## src/rtl/cnn_pkg.sv

```systemverilog
// Shared types for the CNN layer sequencer: layer descriptor layout, FSM
// state encoding and the descriptor sanity check used before a layer starts.
package cnn_pkg;

    localparam int DATA_SZ = 16;
    localparam int ADDR_SZ = 16;

    typedef enum logic {
        LAYER_CONV = 1'b0,
        LAYER_POOL = 1'b1
    } layer_type_e;

    typedef struct packed {
        layer_type_e        layerType;
        logic [DATA_SZ-1:0] imgsNumber;
        logic [DATA_SZ-1:0] imgSize;
        logic [DATA_SZ-1:0] windowSize;
        logic [ADDR_SZ-1:0] imgsAddress;
    } layer_desc_t;

    typedef enum logic [2:0] {
        S_IDLE   = 3'd0,
        S_FETCH  = 3'd1,
        S_LRST   = 3'd2,
        S_RUN    = 3'd3,
        S_FINISH = 3'd4,
        S_ERR    = 3'd5
    } seq_state_e;

    // A pool window must be non-empty and fit inside the image.
    function automatic logic desc_is_bad(input layer_desc_t desc);
        logic bad;
        bad = 1'b0;
        if (desc.layerType == LAYER_POOL) begin
            bad = (desc.windowSize == {DATA_SZ{1'b0}}) ||
                  (desc.windowSize > desc.imgSize);
        end else begin
            bad = 1'b0;
        end
        return bad;
    endfunction

endpackage

```

## src/rtl/cnn_layer_sequencer_if.sv

```systemverilog
// Host/config and engine-control signals of the layer sequencer, bundled so the
// sequencer, the engines' glue and the bench share one definition.
interface cnn_layer_sequencer_if
    import cnn_pkg::*;
#(
    parameter int MAX_LAYERS = 8
) ();

    localparam int LIDX_SZ = $clog2(MAX_LAYERS);

    logic                 cfgWrite;
    logic [LIDX_SZ-1:0]   cfgIdx;
    logic                 cfgType;
    logic [DATA_SZ-1:0]   cfgImgsNumber;
    logic [DATA_SZ-1:0]   cfgImgSize;
    logic [DATA_SZ-1:0]   cfgWindowSize;
    logic [ADDR_SZ-1:0]   cfgImgsAddress;
    logic [LIDX_SZ:0]     numLayers;
    logic                 start;

    logic                 convDone;
    logic                 poolDone;
    logic                 convReset;
    logic                 convEnable;
    logic                 poolReset;
    logic                 poolEnable;

    logic [DATA_SZ-1:0]   imgsNumber;
    logic [DATA_SZ-1:0]   imgSize;
    logic [DATA_SZ-1:0]   windowSize;
    logic [ADDR_SZ-1:0]   imgsAddress;
    logic [LIDX_SZ-1:0]   curLayer;
    logic                 busy;
    logic                 done;
    logic                 error;

    modport seq (
        input  cfgWrite, cfgIdx, cfgType, cfgImgsNumber, cfgImgSize,
               cfgWindowSize, cfgImgsAddress, numLayers, start,
               convDone, poolDone,
        output convReset, convEnable, poolReset, poolEnable,
               imgsNumber, imgSize, windowSize, imgsAddress,
               curLayer, busy, done, error
    );

    modport host (
        output cfgWrite, cfgIdx, cfgType, cfgImgsNumber, cfgImgSize,
               cfgWindowSize, cfgImgsAddress, numLayers, start,
               convDone, poolDone,
        input  convReset, convEnable, poolReset, poolEnable,
               imgsNumber, imgSize, windowSize, imgsAddress,
               curLayer, busy, done, error
    );

endinterface

```

## src/rtl/cnn_layer_sequencer_desc_table.sv

```systemverilog
// Layer descriptor register file: one synchronous write port for the host and
// one combinational read port for the sequencer's FETCH state.
module layer_desc_table
    import cnn_pkg::*;
#(
    parameter int MAX_LAYERS = 8,
    localparam int LIDX_SZ = $clog2(MAX_LAYERS)
) (
    input  logic               clk,
    input  logic               reset,
    input  logic               wr_en,
    input  logic [LIDX_SZ-1:0] wr_idx,
    input  layer_desc_t        wr_desc,
    input  logic [LIDX_SZ-1:0] rd_idx,
    output layer_desc_t        rd_desc
);

    layer_desc_t mem_q [MAX_LAYERS];
    layer_desc_t mem_d [MAX_LAYERS];

    // Next table contents: current entries with the addressed slot replaced on a write.
    always_comb begin
        mem_d = mem_q;
        if (wr_en) begin
            mem_d[wr_idx] = wr_desc;
        end else begin
            mem_d[wr_idx] = mem_q[wr_idx];
        end
    end

    // Table storage, cleared to all-zero descriptors on reset.
    always_ff @(posedge clk) begin
        if (reset) begin
            for (int i = 0; i < MAX_LAYERS; i++) begin
                mem_q[i] <= '0;
            end
        end else begin
            mem_q <= mem_d;
        end
    end

    assign rd_desc = mem_q[rd_idx];

endmodule

```

## src/rtl/cnn_layer_sequencer.sv

```systemverilog
// Walks the programmed layer list, loading each descriptor onto the shared
// engine configuration bus and handshaking reset/enable/done with the engine.
module cnn_layer_sequencer
    import cnn_pkg::*;
#(
    parameter int MAX_LAYERS = 8
) (
    input  logic                clk,
    input  logic                reset,
    cnn_layer_sequencer_if.seq  bus
);

    localparam int LIDX_SZ = $clog2(MAX_LAYERS);
    localparam logic [LIDX_SZ:0] LAYER_CNT_MAX = (LIDX_SZ+1)'(MAX_LAYERS);
    localparam logic [LIDX_SZ:0] IDX_ONE       = {{LIDX_SZ{1'b0}}, 1'b1};
    localparam logic [LIDX_SZ:0] IDX_ZERO      = {(LIDX_SZ+1){1'b0}};

    seq_state_e         state_q, state_d;
    logic [LIDX_SZ:0]   idx_q, idx_d;
    logic [LIDX_SZ:0]   num_layers_q, num_layers_d;
    layer_desc_t        cfg_q, cfg_d;
    logic [LIDX_SZ-1:0] cur_layer_q, cur_layer_d;
    logic               conv_reset_q, conv_reset_d;
    logic               conv_enable_q, conv_enable_d;
    logic               pool_reset_q, pool_reset_d;
    logic               pool_enable_q, pool_enable_d;
    logic               busy_q, busy_d;
    logic               done_q, done_d;
    logic               error_q, error_d;

    logic               wr_en_s;
    layer_desc_t        wr_desc_s;
    layer_desc_t        rd_desc_s;
    logic               count_ok_s;
    logic               sel_done_s;
    logic [LIDX_SZ:0]   idx_next_s;

    layer_desc_table #(
        .MAX_LAYERS (MAX_LAYERS)
    ) u_desc_table (
        .clk     (clk),
        .reset   (reset),
        .wr_en   (wr_en_s),
        .wr_idx  (bus.cfgIdx),
        .wr_desc (wr_desc_s),
        .rd_idx  (idx_q[LIDX_SZ-1:0]),
        .rd_desc (rd_desc_s)
    );

    // Host-side helpers: descriptor assembly, write gating and run-request checks.
    always_comb begin
        wr_desc_s.layerType   = layer_type_e'(bus.cfgType);
        wr_desc_s.imgsNumber  = bus.cfgImgsNumber;
        wr_desc_s.imgSize     = bus.cfgImgSize;
        wr_desc_s.windowSize  = bus.cfgWindowSize;
        wr_desc_s.imgsAddress = bus.cfgImgsAddress;
        wr_en_s    = bus.cfgWrite && ((state_q == S_IDLE) || (state_q == S_FINISH));
        count_ok_s = (bus.numLayers != IDX_ZERO) && (bus.numLayers <= LAYER_CNT_MAX);
        sel_done_s = (cfg_q.layerType == LAYER_POOL) ? bus.poolDone : bus.convDone;
        idx_next_s = idx_q + IDX_ONE;
    end

    // Next-state and registered-output logic; engine controls default low.
    always_comb begin
        state_d       = state_q;
        idx_d         = idx_q;
        num_layers_d  = num_layers_q;
        cfg_d         = cfg_q;
        cur_layer_d   = cur_layer_q;
        conv_reset_d  = 1'b0;
        conv_enable_d = 1'b0;
        pool_reset_d  = 1'b0;
        pool_enable_d = 1'b0;
        busy_d        = 1'b0;
        done_d        = done_q;
        error_d       = error_q;

        case (state_q)
            S_IDLE, S_FINISH: begin
                if (bus.start) begin
                    done_d = 1'b0;
                    if (count_ok_s) begin
                        state_d      = S_FETCH;
                        idx_d        = IDX_ZERO;
                        num_layers_d = bus.numLayers;
                        busy_d       = 1'b1;
                    end else begin
                        state_d = S_ERR;
                        error_d = 1'b1;
                    end
                end else begin
                    state_d = state_q;
                end
            end
            S_FETCH: begin
                cfg_d       = rd_desc_s;
                cur_layer_d = idx_q[LIDX_SZ-1:0];
                if (desc_is_bad(rd_desc_s)) begin
                    state_d = S_ERR;
                    error_d = 1'b1;
                end else begin
                    state_d      = S_LRST;
                    busy_d       = 1'b1;
                    conv_reset_d = (rd_desc_s.layerType == LAYER_CONV);
                    pool_reset_d = (rd_desc_s.layerType == LAYER_POOL);
                end
            end
            S_LRST: begin
                state_d       = S_RUN;
                busy_d        = 1'b1;
                conv_enable_d = (cfg_q.layerType == LAYER_CONV);
                pool_enable_d = (cfg_q.layerType == LAYER_POOL);
            end
            S_RUN: begin
                // The engine's done was cleared in LRST, so any done seen here is fresh.
                if (sel_done_s) begin
                    idx_d = idx_next_s;
                    if (idx_next_s == num_layers_q) begin
                        state_d = S_FINISH;
                        done_d  = 1'b1;
                    end else begin
                        state_d = S_FETCH;
                        busy_d  = 1'b1;
                    end
                end else begin
                    busy_d        = 1'b1;
                    conv_enable_d = (cfg_q.layerType == LAYER_CONV);
                    pool_enable_d = (cfg_q.layerType == LAYER_POOL);
                end
            end
            S_ERR: begin
                state_d = S_ERR;
                error_d = 1'b1;
            end
            default: begin
                state_d = S_ERR;
                error_d = 1'b1;
            end
        endcase
    end

    // State and output registers, all cleared by the synchronous reset.
    always_ff @(posedge clk) begin
        if (reset) begin
            state_q       <= S_IDLE;
            idx_q         <= IDX_ZERO;
            num_layers_q  <= IDX_ZERO;
            cfg_q         <= '0;
            cur_layer_q   <= {LIDX_SZ{1'b0}};
            conv_reset_q  <= 1'b0;
            conv_enable_q <= 1'b0;
            pool_reset_q  <= 1'b0;
            pool_enable_q <= 1'b0;
            busy_q        <= 1'b0;
            done_q        <= 1'b0;
            error_q       <= 1'b0;
        end else begin
            state_q       <= state_d;
            idx_q         <= idx_d;
            num_layers_q  <= num_layers_d;
            cfg_q         <= cfg_d;
            cur_layer_q   <= cur_layer_d;
            conv_reset_q  <= conv_reset_d;
            conv_enable_q <= conv_enable_d;
            pool_reset_q  <= pool_reset_d;
            pool_enable_q <= pool_enable_d;
            busy_q        <= busy_d;
            done_q        <= done_d;
            error_q       <= error_d;
        end
    end

    assign bus.convReset   = conv_reset_q;
    assign bus.convEnable  = conv_enable_q;
    assign bus.poolReset   = pool_reset_q;
    assign bus.poolEnable  = pool_enable_q;
    assign bus.imgsNumber  = cfg_q.imgsNumber;
    assign bus.imgSize     = cfg_q.imgSize;
    assign bus.windowSize  = cfg_q.windowSize;
    assign bus.imgsAddress = cfg_q.imgsAddress;
    assign bus.curLayer    = cur_layer_q;
    assign bus.busy        = busy_q;
    assign bus.done        = done_q;
    assign bus.error       = error_q;

endmodule

```

## src/flat_wrapper.sv

```systemverilog
// flat-port wrapper written by rule: the top's interface ports become plain ports
module cnn_layer_sequencer_flat import cnn_pkg::*;
#(
    parameter int MAX_LAYERS = 8
)
  (clk, reset, bus_cfgWrite, bus_cfgIdx, bus_cfgType, bus_cfgImgsNumber, bus_cfgImgSize, bus_cfgWindowSize, bus_cfgImgsAddress, bus_numLayers, bus_start, bus_convDone, bus_poolDone, bus_convReset, bus_convEnable, bus_poolReset, bus_poolEnable, bus_imgsNumber, bus_imgSize, bus_windowSize, bus_imgsAddress, bus_curLayer, bus_busy, bus_done, bus_error);
  cnn_layer_sequencer_if #(.MAX_LAYERS(MAX_LAYERS)) bus_i ();
  input  logic clk;
  input  logic reset;
  input wire logic [$bits(bus_i.cfgWrite)-1:0] bus_cfgWrite;
  input wire logic [$bits(bus_i.cfgIdx)-1:0] bus_cfgIdx;
  input wire logic [$bits(bus_i.cfgType)-1:0] bus_cfgType;
  input wire logic [$bits(bus_i.cfgImgsNumber)-1:0] bus_cfgImgsNumber;
  input wire logic [$bits(bus_i.cfgImgSize)-1:0] bus_cfgImgSize;
  input wire logic [$bits(bus_i.cfgWindowSize)-1:0] bus_cfgWindowSize;
  input wire logic [$bits(bus_i.cfgImgsAddress)-1:0] bus_cfgImgsAddress;
  input wire logic [$bits(bus_i.numLayers)-1:0] bus_numLayers;
  input wire logic [$bits(bus_i.start)-1:0] bus_start;
  input wire logic [$bits(bus_i.convDone)-1:0] bus_convDone;
  input wire logic [$bits(bus_i.poolDone)-1:0] bus_poolDone;
  output wire logic [$bits(bus_i.convReset)-1:0] bus_convReset;
  output wire logic [$bits(bus_i.convEnable)-1:0] bus_convEnable;
  output wire logic [$bits(bus_i.poolReset)-1:0] bus_poolReset;
  output wire logic [$bits(bus_i.poolEnable)-1:0] bus_poolEnable;
  output wire logic [$bits(bus_i.imgsNumber)-1:0] bus_imgsNumber;
  output wire logic [$bits(bus_i.imgSize)-1:0] bus_imgSize;
  output wire logic [$bits(bus_i.windowSize)-1:0] bus_windowSize;
  output wire logic [$bits(bus_i.imgsAddress)-1:0] bus_imgsAddress;
  output wire logic [$bits(bus_i.curLayer)-1:0] bus_curLayer;
  output wire logic [$bits(bus_i.busy)-1:0] bus_busy;
  output wire logic [$bits(bus_i.done)-1:0] bus_done;
  output wire logic [$bits(bus_i.error)-1:0] bus_error;
  assign bus_i.cfgWrite = bus_cfgWrite;
  assign bus_i.cfgIdx = bus_cfgIdx;
  assign bus_i.cfgType = bus_cfgType;
  assign bus_i.cfgImgsNumber = bus_cfgImgsNumber;
  assign bus_i.cfgImgSize = bus_cfgImgSize;
  assign bus_i.cfgWindowSize = bus_cfgWindowSize;
  assign bus_i.cfgImgsAddress = bus_cfgImgsAddress;
  assign bus_i.numLayers = bus_numLayers;
  assign bus_i.start = bus_start;
  assign bus_i.convDone = bus_convDone;
  assign bus_i.poolDone = bus_poolDone;
  assign bus_convReset = bus_i.convReset;
  assign bus_convEnable = bus_i.convEnable;
  assign bus_poolReset = bus_i.poolReset;
  assign bus_poolEnable = bus_i.poolEnable;
  assign bus_imgsNumber = bus_i.imgsNumber;
  assign bus_imgSize = bus_i.imgSize;
  assign bus_windowSize = bus_i.windowSize;
  assign bus_imgsAddress = bus_i.imgsAddress;
  assign bus_curLayer = bus_i.curLayer;
  assign bus_busy = bus_i.busy;
  assign bus_done = bus_i.done;
  assign bus_error = bus_i.error;
  cnn_layer_sequencer #(.MAX_LAYERS(MAX_LAYERS)) u_core (.clk(clk), .reset(reset), .bus(bus_i));
endmodule
```

## config.mk

```make
export PLATFORM = sky130hd
export DESIGN_NAME = cnn_layer_sequencer_flat
export DESIGN_NICKNAME = d
export VERILOG_FILES = /design/src/rtl/cnn_pkg.sv /design/src/rtl/cnn_layer_sequencer_if.sv /design/src/rtl/cnn_layer_sequencer_desc_table.sv /design/src/rtl/cnn_layer_sequencer.sv /design/src/flat_wrapper.sv
export SDC_FILE = /design/constraint.sdc
export NUM_CORES = 1
export LEC_CHECK = 0
export CAP_MARGIN = 25
export CORE_MARGIN = 2
export CORE_UTILIZATION = 40
export DETAILED_ROUTE_END_ITERATION = 10
export GPL_ROUTABILITY_DRIVEN = 0
export RECOVER_POWER = 100
export SYNTH_ARGS = -nofsm -noshare
export SYNTH_HDL_FRONTEND = slang
export SYNTH_SLANG_ARGS = --single-unit
```

## constraint.sdc

```tcl
create_clock -name clk -period 4 [get_ports clk]
set_input_delay 0.8 -clock clk [delete_from_list [all_inputs] [get_ports clk]]
set_output_delay 0.8 -clock clk [all_outputs]
set_load 0.02 [all_outputs]
```

==> Word-level counts from Yosys, hierarchy flattened <==
Index checks and enable logic that the tools add are counted.
{ "word_totals": {"word_cells": 138, "input_bits": 78, "out_inout_bits": 74, "ff_bits": 606} }
{ "op_classes": {"muxes": 42, "bitwise_logic": 6, "eq_ne": 11, "n_addsub": 1, "order_cmp": 5, "n_reduce_logical": 17} }
{ "op_table": {"columns": ["op", "n"], "rows": [
  ["520-bit bitwise mux", 2],
  ["520-bit 2-to-1 mux", 1],
  ["65-bit binary-select mux with 3-bit select", 2],
  ["65-bit 2-to-1 mux", 5],
  ["65-bit demux with 3-bit select", 1],
  ["16-bit greater-than comparator", 1],
  ["16-bit logical NOT", 1],
  ["1-bit 2-to-1 mux", 16],
  ["3-bit 2-to-1 mux", 5],
  ["4-bit 2-to-1 mux", 3],
  ["3-bit one-hot mux with 4 select lines", 1],
  ["4-bit AND reduction", 3],
  ["4-bit >= comparator (second input constant)", 2],
  ["2-bit by 1-bit != test with 1-bit output (second input constant)", 4],
  ["3-bit NOT with 4-bit output", 2],
  ["4-bit one-hot mux with 2 select lines", 1],
  ["3-bit by 2-bit == test with 1-bit output (second input constant)", 2],
  ["1-bit one-hot mux with 2 select lines", 3],
  ["4-bit by 1-bit adder with 4-bit output (second input constant)", 1],
  ["4-bit == test", 1],
  ["4-bit <= comparator (second input constant)", 1],
  ["4-bit by 1-bit < comparator with 1-bit output (second input constant)", 1],
  ["2-bit != test (second input constant)", 2],
  ["1-bit NOT", 4],
  ["13 further kinds", 17]
]} }

==> Depth between registers and ports, before layout <==
Gate-level depths: netlist of the first run.
{ "depth": {"ltp_word": 10, "ltp_mapped": 17, "ltp_nobuf": 11} }

==> Cells and area by module <==
A second synthesis of the first run with hierarchy kept.
{ "hier_totals": {"hier_cells": 3465, "area_unflattened_um2": 32084.5} }
{ "by_module_without_submodules": {"columns": ["mod", "area_per_inst_um2", "seq_area_each_um2", "instances", "cells_per_inst"], "rows": [
  ["layer_desc_table", 27901.8, 10410.0, 1, 2932],
  ["cnn_layer_sequencer", 4182.8, 1721.7, 1, 533]
]} }

==> Worst setup path before layout of the first run <==
Ideal clock, no wire load.
{ "synth_path": {"path_kind": "register to register", "from": "register u_core.idx_q[1]", "to": "register u_core.error_q, in the netlist u_core.bus.error", "t_arrival_ns": 3.768, "setup_slack_ns": 0.094, "n_path_buf": 6, "synth_period_minus_slack_ns": 3.906, "t_required_ns": 3.862, "stages_incl_launch_ff": 17, "setup_ns": 0.138, "cell_sequence": "dfxtp_1 buf_6 buf_4 buf_4 buf_6 buf_2 buf_2 mux4_2 mux2i_1 ha_1 a21oi_1 a311oi_1 a211o_1 a211oi_1 a21oi_1 o31ai_1 o22ai_1"} }
{ "synth_via": {"elab_chain_len": 10, "elab_cells_between_ends": 11, "cone_classes": "1 x order compare; 1 x eq/ne; 5 x mux; 1 x bitwise; 3 x reduce/logical"} }
{ "synth_lines": {"columns": ["element", "line", "text"], "rows": [
  ["start, declared", "cnn_layer_sequencer.sv:19", "logic [LIDX_SZ:0] idx_q, idx_d;"],
  ["start signal, assigned", "cnn_layer_sequencer.sv:159", "idx_q <= idx_d;"],
  ["3-bit NOT with 4-bit output (implied by the code) *", "cnn_layer_sequencer_desc_table.sv:42", "assign rd_desc = mem_q[rd_idx];"],
  ["65-bit binary-select mux with 3-bit select *", "cnn_layer_sequencer_desc_table.sv:42", null],
  ["65-bit 2-to-1 mux (implied by the code) * (2 in a row)", "cnn_layer_sequencer_desc_table.sv:42", null],
  ["16-bit greater-than comparator / 16-bit logical NOT (equally long branches)", "cnn_pkg.sv:36, cnn_pkg.sv:35", null],
  ["1-bit logical OR", "cnn_pkg.sv:35", "bad = (desc.windowSize == {DATA_SZ{1'b0}}) ||"],
  ["1-bit 2-to-1 mux *", "cnn_pkg.sv:34", "if (desc.layerType == LAYER_POOL) begin"],
  ["1-bit 2-to-1 mux *", "cnn_layer_sequencer.sv:78", "case (state_q)"],
  ["2-bit by 1-bit != test with 1-bit output (no line) *", null, null],
  ["4-bit AND reduction (no line) *", null, null],
  ["end signal, assigned", "cnn_layer_sequencer.sv:169", "error_q <= error_d;"],
  ["end, declared", "cnn_layer_sequencer.sv:29", "logic error_q, error_d;"]
]} }
Every way passes the cells marked *; elsewhere a longest branch is shown, timed or not. The select of a mux whose other input is x is not followed.
A chain may end at the register's enable or synchronous reset.

==> Worst setup path in the final report of the first run <==
{ "layout_path": {"from": "input port bus_cfgIdx[2]", "to": "register u_core.u_desc_table.mem_q[482] in the netlist's numbering"} }
{ "layout_via": {"elab_chain_len": 7, "elab_cells_between_ends": 12, "cone_classes": "2 x order compare; 8 x mux; 1 x bitwise; 1 x reduce/logical"} }
{ "layout_lines": {"columns": ["element", "line", "text"], "rows": [
  ["start, declared", "flat_wrapper.sv:11", "input wire logic [$bits(bus_i.cfgIdx)-1:0] bus_cfgIdx;"],
  ["3-bit NOT with 4-bit output (implied by the code) *", "cnn_layer_sequencer_desc_table.sv:25, cnn_layer_sequencer_desc_table.sv:27", null],
  ["4-bit >= comparator (implied by the code) / 4-bit by 1-bit < comparator with 1-bit output (equally long branches)", "cnn_layer_sequencer_desc_table.sv:25, cnn_layer_sequencer_desc_table.sv:27", null],
  ["1-bit logical AND (implied by the code)", "cnn_layer_sequencer_desc_table.sv:25, cnn_layer_sequencer_desc_table.sv:27", null],
  ["65-bit 2-to-1 mux (implied by the code)", "cnn_layer_sequencer_desc_table.sv:25, cnn_layer_sequencer_desc_table.sv:27", null],
  ["65-bit demux with 3-bit select", "cnn_layer_sequencer_desc_table.sv:25, cnn_layer_sequencer_desc_table.sv:27", null],
  ["520-bit bitwise mux, on equally long branches", "cnn_layer_sequencer_desc_table.sv:27, cnn_layer_sequencer_desc_table.sv:25", null],
  ["520-bit 2-to-1 mux *", "cnn_layer_sequencer_desc_table.sv:24", "if (wr_en) begin"],
  ["end signal, assigned", "cnn_layer_sequencer_desc_table.sv:38", "mem_q <= mem_d;"],
  ["end, declared", "cnn_layer_sequencer_desc_table.sv:18", "layer_desc_t mem_q [MAX_LAYERS];"]
]} }
Marks and branches as above.

==> impl_metrics.toml, run 1 <==
[outcome]
status = "finished, violations left"
violations = "capacitance limit, slew limit"

[sta]
setup_slack_ps = 148
setup_viol = 0
relSlewSlack_pct = -84.9
period_needed_ps = 3850
tightest_slew_ps = 2770
rsz0062_at_grt = "false"
timing.fmax_mhz = 260
finalCritPeriodShare_pct = 96.3
slew_violations = 133
hold_viol_final = 0
tns_ps = 0
fin_skew_ps = 27.5

[route]
vias = 27278
top_layer = "met5"
ant_nets = 0
vias_per_cell = 5.92
wire_per_inst_um = 23.2
wl_met3_um = 8780
drt_iter0_drc = 3472
drc = 0
wirelength_um = 107000
wl_met1_um = 46300
route.met2.wl_um = 48700
drtPass1Iterations = 8

[cts]
h-tree-depth = 3
cts_tree = "built"
clkLatencyLatePin_ps = 620
cts_buffers = 67
cts_root_buf = "clkbuf_16"
cts.sinks = 606
cts_buffer_depth = 3
clkTransAtPathRegs_ps = 60
ctsHoldBuffers = 0

[synthesis]
syn_inst = 3586
synth_area_leader_cell = "dfxtp_1"
synth_top_area_share_pct = 39.7
synth.area.top_cells = "dfxtp_1 40%, mux4_2 11%, nand2_1 11%, a21oi_1 6.9%, nor2_1 4.7%"
syn_nets = 3681
synth-edff-count = 0
yosys_warnings = 0
synth-seq-area-share_pct = 39.7
synth.avg_cell_area_um2 = 8.51
ys_seq_elements = 606
yosys_most_used_dff = "dfxtp_1"
ys_async_sr_fraction_pct = 0
synth_cell_types = 61
syn_area_um2 = 30500

[floorplanning]
dieHeight_um = 280
core-area_um2 = 75700
die_w_um = 280
start_util_pct = 40.3
pin_count = 152
fp.dieArea_um2 = 78600
num_rows = 101

[global_route]
grt_pass1_vias = 25514
grt_max_degree = 141
overflow = 0
grt_pass1_wl_um = 160000
antenna_found_initial = 2
grt_use_total_pct = 26.6

[placement]
place_area_um2 = 33100
port_buffers = 151
placedCellCount = 4484
dpl_worst_slack_ps = -17.9
place_hpwl_um = 65300

[worst_setup_path]
worstPathMaxFanout = 50
end_kind = "register"
worstReg2RegStart = "u_core.idx_q[0]"
crit_required_ps = 4480
r2r-end = "u_core.bus.busy"
worst_setup_path_start_kind = "input pin"
crit_path_start = "bus_cfgIdx[2]"
reg2reg_slack_ps = 210
critPathArrivalTime_ps = 4330
worst-r2r-cell-count = 12
worstSetupEndpoint = "u_core.u_desc_table.mem_q[482]"
path_class = "input pin to register"

[layout]
fill_cells = 7265
area_delta_synth_final_pct = 15.6
fin_nets = 3677
stdcell_area_um2 = 35300
instances_no_fill = 4607
n_antenna_cell = 0
layout-drive-gt1-share_pct = 14.3
postLayoutCoreUtil_pct = 46.6

[job]
maxCapViolations = 1

[power_and_ir_drop]
vdd_ir_drop_max_uv = 261
power.leakage_nw = 12.3
powerDensity_nw_per_um2 = 508

[worst_hold_path]
min_path_type = "register to register"
==> cell usage after synthesis (all sizes together) (4+ instances only) <==
cell     count
nand4        6
o221ai      20
a22oi       53
or3          8
inv         23
buf        138
o211ai       9
mux4       146
clkbuf     239
nor2b        7
mux2i      118
o21ai       39
o2bb2ai      5
a31oi       11
o22ai        9
nand3       12
a21oi      420
and2         4
o21a       151
nor2       384
a221o       14
dfxtp      606
nor3        16
a222oi       5
a211oi      65
nand2      858
a221oi      63
mux2       100
ha          17
==> flip-flops by register name, summed over array words and instances, names as in the netlist <==
register / count
u_core.bus.error: 1
u_core.bus.done: 1
u_core.idx_q: 4
u_core.bus.poolEnable: 1
u_core.bus.imgSize: 16
u_core.num_layers_q: 4
u_core.cfg_q: 1
u_core.state_q: 3
u_core.u_desc_table.mem_q: 520
u_core.bus.imgsNumber: 16
u_core.bus.convReset: 1
u_core.bus.convEnable: 1
u_core.bus.curLayer: 3
u_core.bus.busy: 1
u_core.bus.windowSize: 16
u_core.bus.poolReset: 1
u_core.bus.imgsAddress: 16
==> per-stage QoR <==
step	power (mW)	hold WS [ps]
2_1_floorplan	10.1	443
3_3_place_gp	11.7	446
3_5_place_dp	11.7	454
4_1_cts	18.1	461
5_1_grt	18.7	472
6_report	17.9	453
==> layer usage <==
metal	track usage, %	vias to the layer above
met3	3.96	205
met2	42.4	1250
met1	36.7	13285
li1	-	12534
met4	9.02	4
met5	0	-
==> cell usage in the layout (no fill, tap or decap), types with 26 or more instances in the layout <==
cell and count:
nand2_1 851, dfxtp_1 603, a21oi_1 420, nor2_1 381, o21a_1 151, mux4_2 146
mux2i_1 118, buf_4 103, mux2_2 100, dlygate4sd3_1 75, clkdlybuf4s50_1 72, clkbuf_16 71
a211oi_1 65, a221oi_1 63, a22oi_1 53, o21ai_0 30, clkbuf_1 26, buf_12 26
==> power by group <==
group	total, mW	internal, mW	switching (mW)
combinational	4.46	1.65	2.81
sequential	7.03	6.61	0.424
clock	6.43	3.83	2.60
==> cells by family after synthesis <==
| family | after synthesis | share of synthesized area, % |
|---|---|---|
| and+or+nand+nor | 1310 | 16.7 |
| buffers and inverters | 400 | 5.93 |
| DFF | 606 | 39.7 |
| xor gates and xnor gates | 5 | 0.143 |
| adders and majority gates | 17 | 0.697 |
| muxes | 364 | 18.3 |
| AOI/OAI and AO/OA | 884 | 18.5 |
==> critical path, stage by stage <==
cell      delay, ps
clkbuf_2        920
inv_1           380
clkbuf_2        580
nand2_4         170
clkbuf_2       1050
nor2_1          120
a21oi_1         170
nor2_1           60
==> how the worst min path moves through the flow <==
stage	to	cells past startpoint	slack, ps	from
after floorplan	u_core.u_desc_table.mem_q[109]	2	440	u_core.u_desc_table.mem_q[109]
after global placement	u_core.bus.curLayer[1]	2	450	u_core.bus.curLayer[1]
after detailed placement	u_core.bus.curLayer[0]	2	450	u_core.bus.curLayer[0]
after CTS	u_core.bus.curLayer[0]	2	460	u_core.bus.curLayer[0]
after global routing	u_core.bus.curLayer[0]	2	470	u_core.bus.curLayer[0]
final	u_core.bus.curLayer[0]	2	450	u_core.bus.curLayer[0]
==> layout make-up <==
class                           count  area (µm²)  share of cell area, %
Inverter                           23        86.3                  0.245
Sequential cell                   606       12100                   34.4
Tap cell                          978        1220                   3.47
Timing Repair Buffer              304        2910                   8.23
Multi-Input combinational cell   2580       16700                   47.3
Clock inverter                     18         223                  0.631
Clock buffer                       98        2030                   5.75
==> what timing repair did <==
action,CTS,global route
gates resized for setup,0,0
pin swaps,0,0
setup buffers,1,6
endpoints found under the setup margin,2,3
Note: power is estimated with default switching activity, not from simulation.
==> run 2, diff against run 1 <==
ABC_CLOCK_PERIOD_IN_PS = 3400   (was default)
clock period = 3.4 ns   (was 4 ns; I/O delays follow)
==> run 2 against run 1 <==
Compared with the run above:
- the run still ends with capacitance limit, slew limit left
- count of clock-buffer cells in the layout shrank 1
- routed wire length down 0.44%
- sequential cell count did not move
- utilization increased by 0.85 points
- sequential power increased by 17%
- global-route usage rose by 0.076 points
- clock power is 22% higher
- setup slack lost 71 ps
- highest routed layer unchanged
==> impl_metrics.toml, run 2 (synthesis results as in run 1) <==
[route]
vias = 27312
drc = 0
ant_nets = 0
wire_per_inst_um = 22.9
vias_per_cell = 5.87
wirelength_um = 107000
drt_iter0_drc = 3074
drtPass1Iterations = 8

[cts]
cts_tree = "built"
cts_buffer_depth = 3
cts.sinks = 606
cts_root_buf = "clkbuf_16"
clkTransAtPathRegs_ps = 60
cts_buffers = 67
ctsHoldBuffers = 0
h-tree-depth = 3
clkLatencyLatePin_ps = 600

[sta]
setup_slack_ps = 76.5
period_needed_ps = 3320
setup_viol = 0
finalCritPeriodShare_pct = 97.7
timing.fmax_mhz = 301
slew_violations = 135
hold_viol_final = 0
rsz0062_at_grt = "false"
relSlewSlack_pct = -35.6
tightest_slew_ps = 2030
fin_skew_ps = 13.2

[global_route]
grt_pass1_vias = 25678
grt_pass1_wl_um = 162000
grt_max_degree = 100
grt_use_total_pct = 26.6
overflow = 0
antenna_found_initial = 3

[floorplanning]
core-area_um2 = 75700
die_w_um = 280
fp.dieArea_um2 = 78600
dieHeight_um = 280
num_rows = 101
pin_count = 152
start_util_pct = 40.3

[layout]
multi_input_area_um2 = 16800
fin_nets = 3723
layout-drive-gt1-share_pct = 15.7
largest_reg_flops = 520
n_antenna_cell = 0
largest-register = "u_core.u_desc_table.mem_q"
layout_commonest_cell = "nand2_1"
fill_cells = 7230
area_delta_synth_final_pct = 17.7
mostFrequentLayoutCells = "849 x nand2_1, 603 x dfxtp_1, 419 x a21oi_1, 381 x nor2_1, 151 x o21a_1"
seq_area_um2 = 12100
postLayoutCoreUtil_pct = 47.5

[power_and_ir_drop]
p_total_mw = 21.4
vdd_ir_drop_max_uv = 314
powerDensity_nw_per_um2 = 596
power.leakage_nw = 12.5

[placement]
port_buffers = 151
dpl_worst_slack_ps = -72.8
place_hpwl_um = 67100

[worst_setup_path]
critPathArrivalTime_ps = 3800
path_class = "input pin to register"
crit_required_ps = 3880
worst_setup_path_start_kind = "input pin"
worstPathMaxFanout = 35
end_kind = "register"

[outcome]
status = "finished, violations left"
violations = "capacitance limit, slew limit"

[worst_hold_path]
min_path_type = "register to register"

[job]
maxCapViolations = 2
## run 2: changes by cell type in the layout (fill, tap and decap cells not counted), sizes merged
cell	delta
buf	+28
clkbuf	+17
clkinv	-8
bufinv	+4
inv	+3
clkinvlp	+2
## run 2: worst max-delay path: stages
cell      delay [ps]
clkbuf_2         620
clkbuf_1         410
nor2_1           410
clkbuf_1         530
nand2_4          290
clkbuf_4         470
a21oi_1          260
nor2_1            50
## run 2: worst paths after layout
kind         cells after the start  slack [ps]                              to                          start
max                              8          80  u_core.u_desc_table.mem_q[163]                  bus_cfgIdx[1]
min                              2         470   u_core.u_desc_table.mem_q[73]  u_core.u_desc_table.mem_q[73]
max reg2reg                     13         110               u_core.state_q[0]                u_core.idx_q[1]
min reg2reg                      2         470   u_core.u_desc_table.mem_q[73]  u_core.u_desc_table.mem_q[73]
## run 2: layout make-up
type,instances,share of cell area [%]
multi-input combinational,2580,46.8
sequential,606,33.8
timing repair buffer,350,9.30
clock buffer,97,5.55
tap,978,3.40
clock inverter,19,0.954
inverter,23,0.240
## run 2: layer usage
metal  wire length [µm]  vias to the layer above  track usage (%)
met5                 23                        -                0
met2              48500                     1353             42.6
met3               9430                      222             4.19
met4               3590                        4             9.42
met1              45000                    13097             36.5
li1                   -                    12636                -
## run 2: timing repair
| action | CTS | global route |
|---|---|---|
| pin swaps | 0 | 1 |
| cloned | 0 | 1 |
| setup buffers | 2 | 10 |
| setup endpoints to repair | 3 | 4 |
| gates resized for setup | 1 | 18 |
## run 2: per-stage QoR
stage	instances	area, µm²	hold slack (ps)	setup TNS (ps)
after floorplan	3586	30600	443	0
after global placement	4523	33600	451	-98.1
after detailed placement	4523	33600	457	-94.3
after CTS	4641	36000	466	0
after global routing	4653	35900	484	0
final	4653	35900	466	0
## run 2: report_power, final
group          internal (mW)  switching (mW)  leakage [nW]  total (mW)
Clock                   4.76            3.09          1.14        7.85
Sequential              7.77           0.471          4.92        8.24
Combinational           2.03            3.31          6.49        5.34
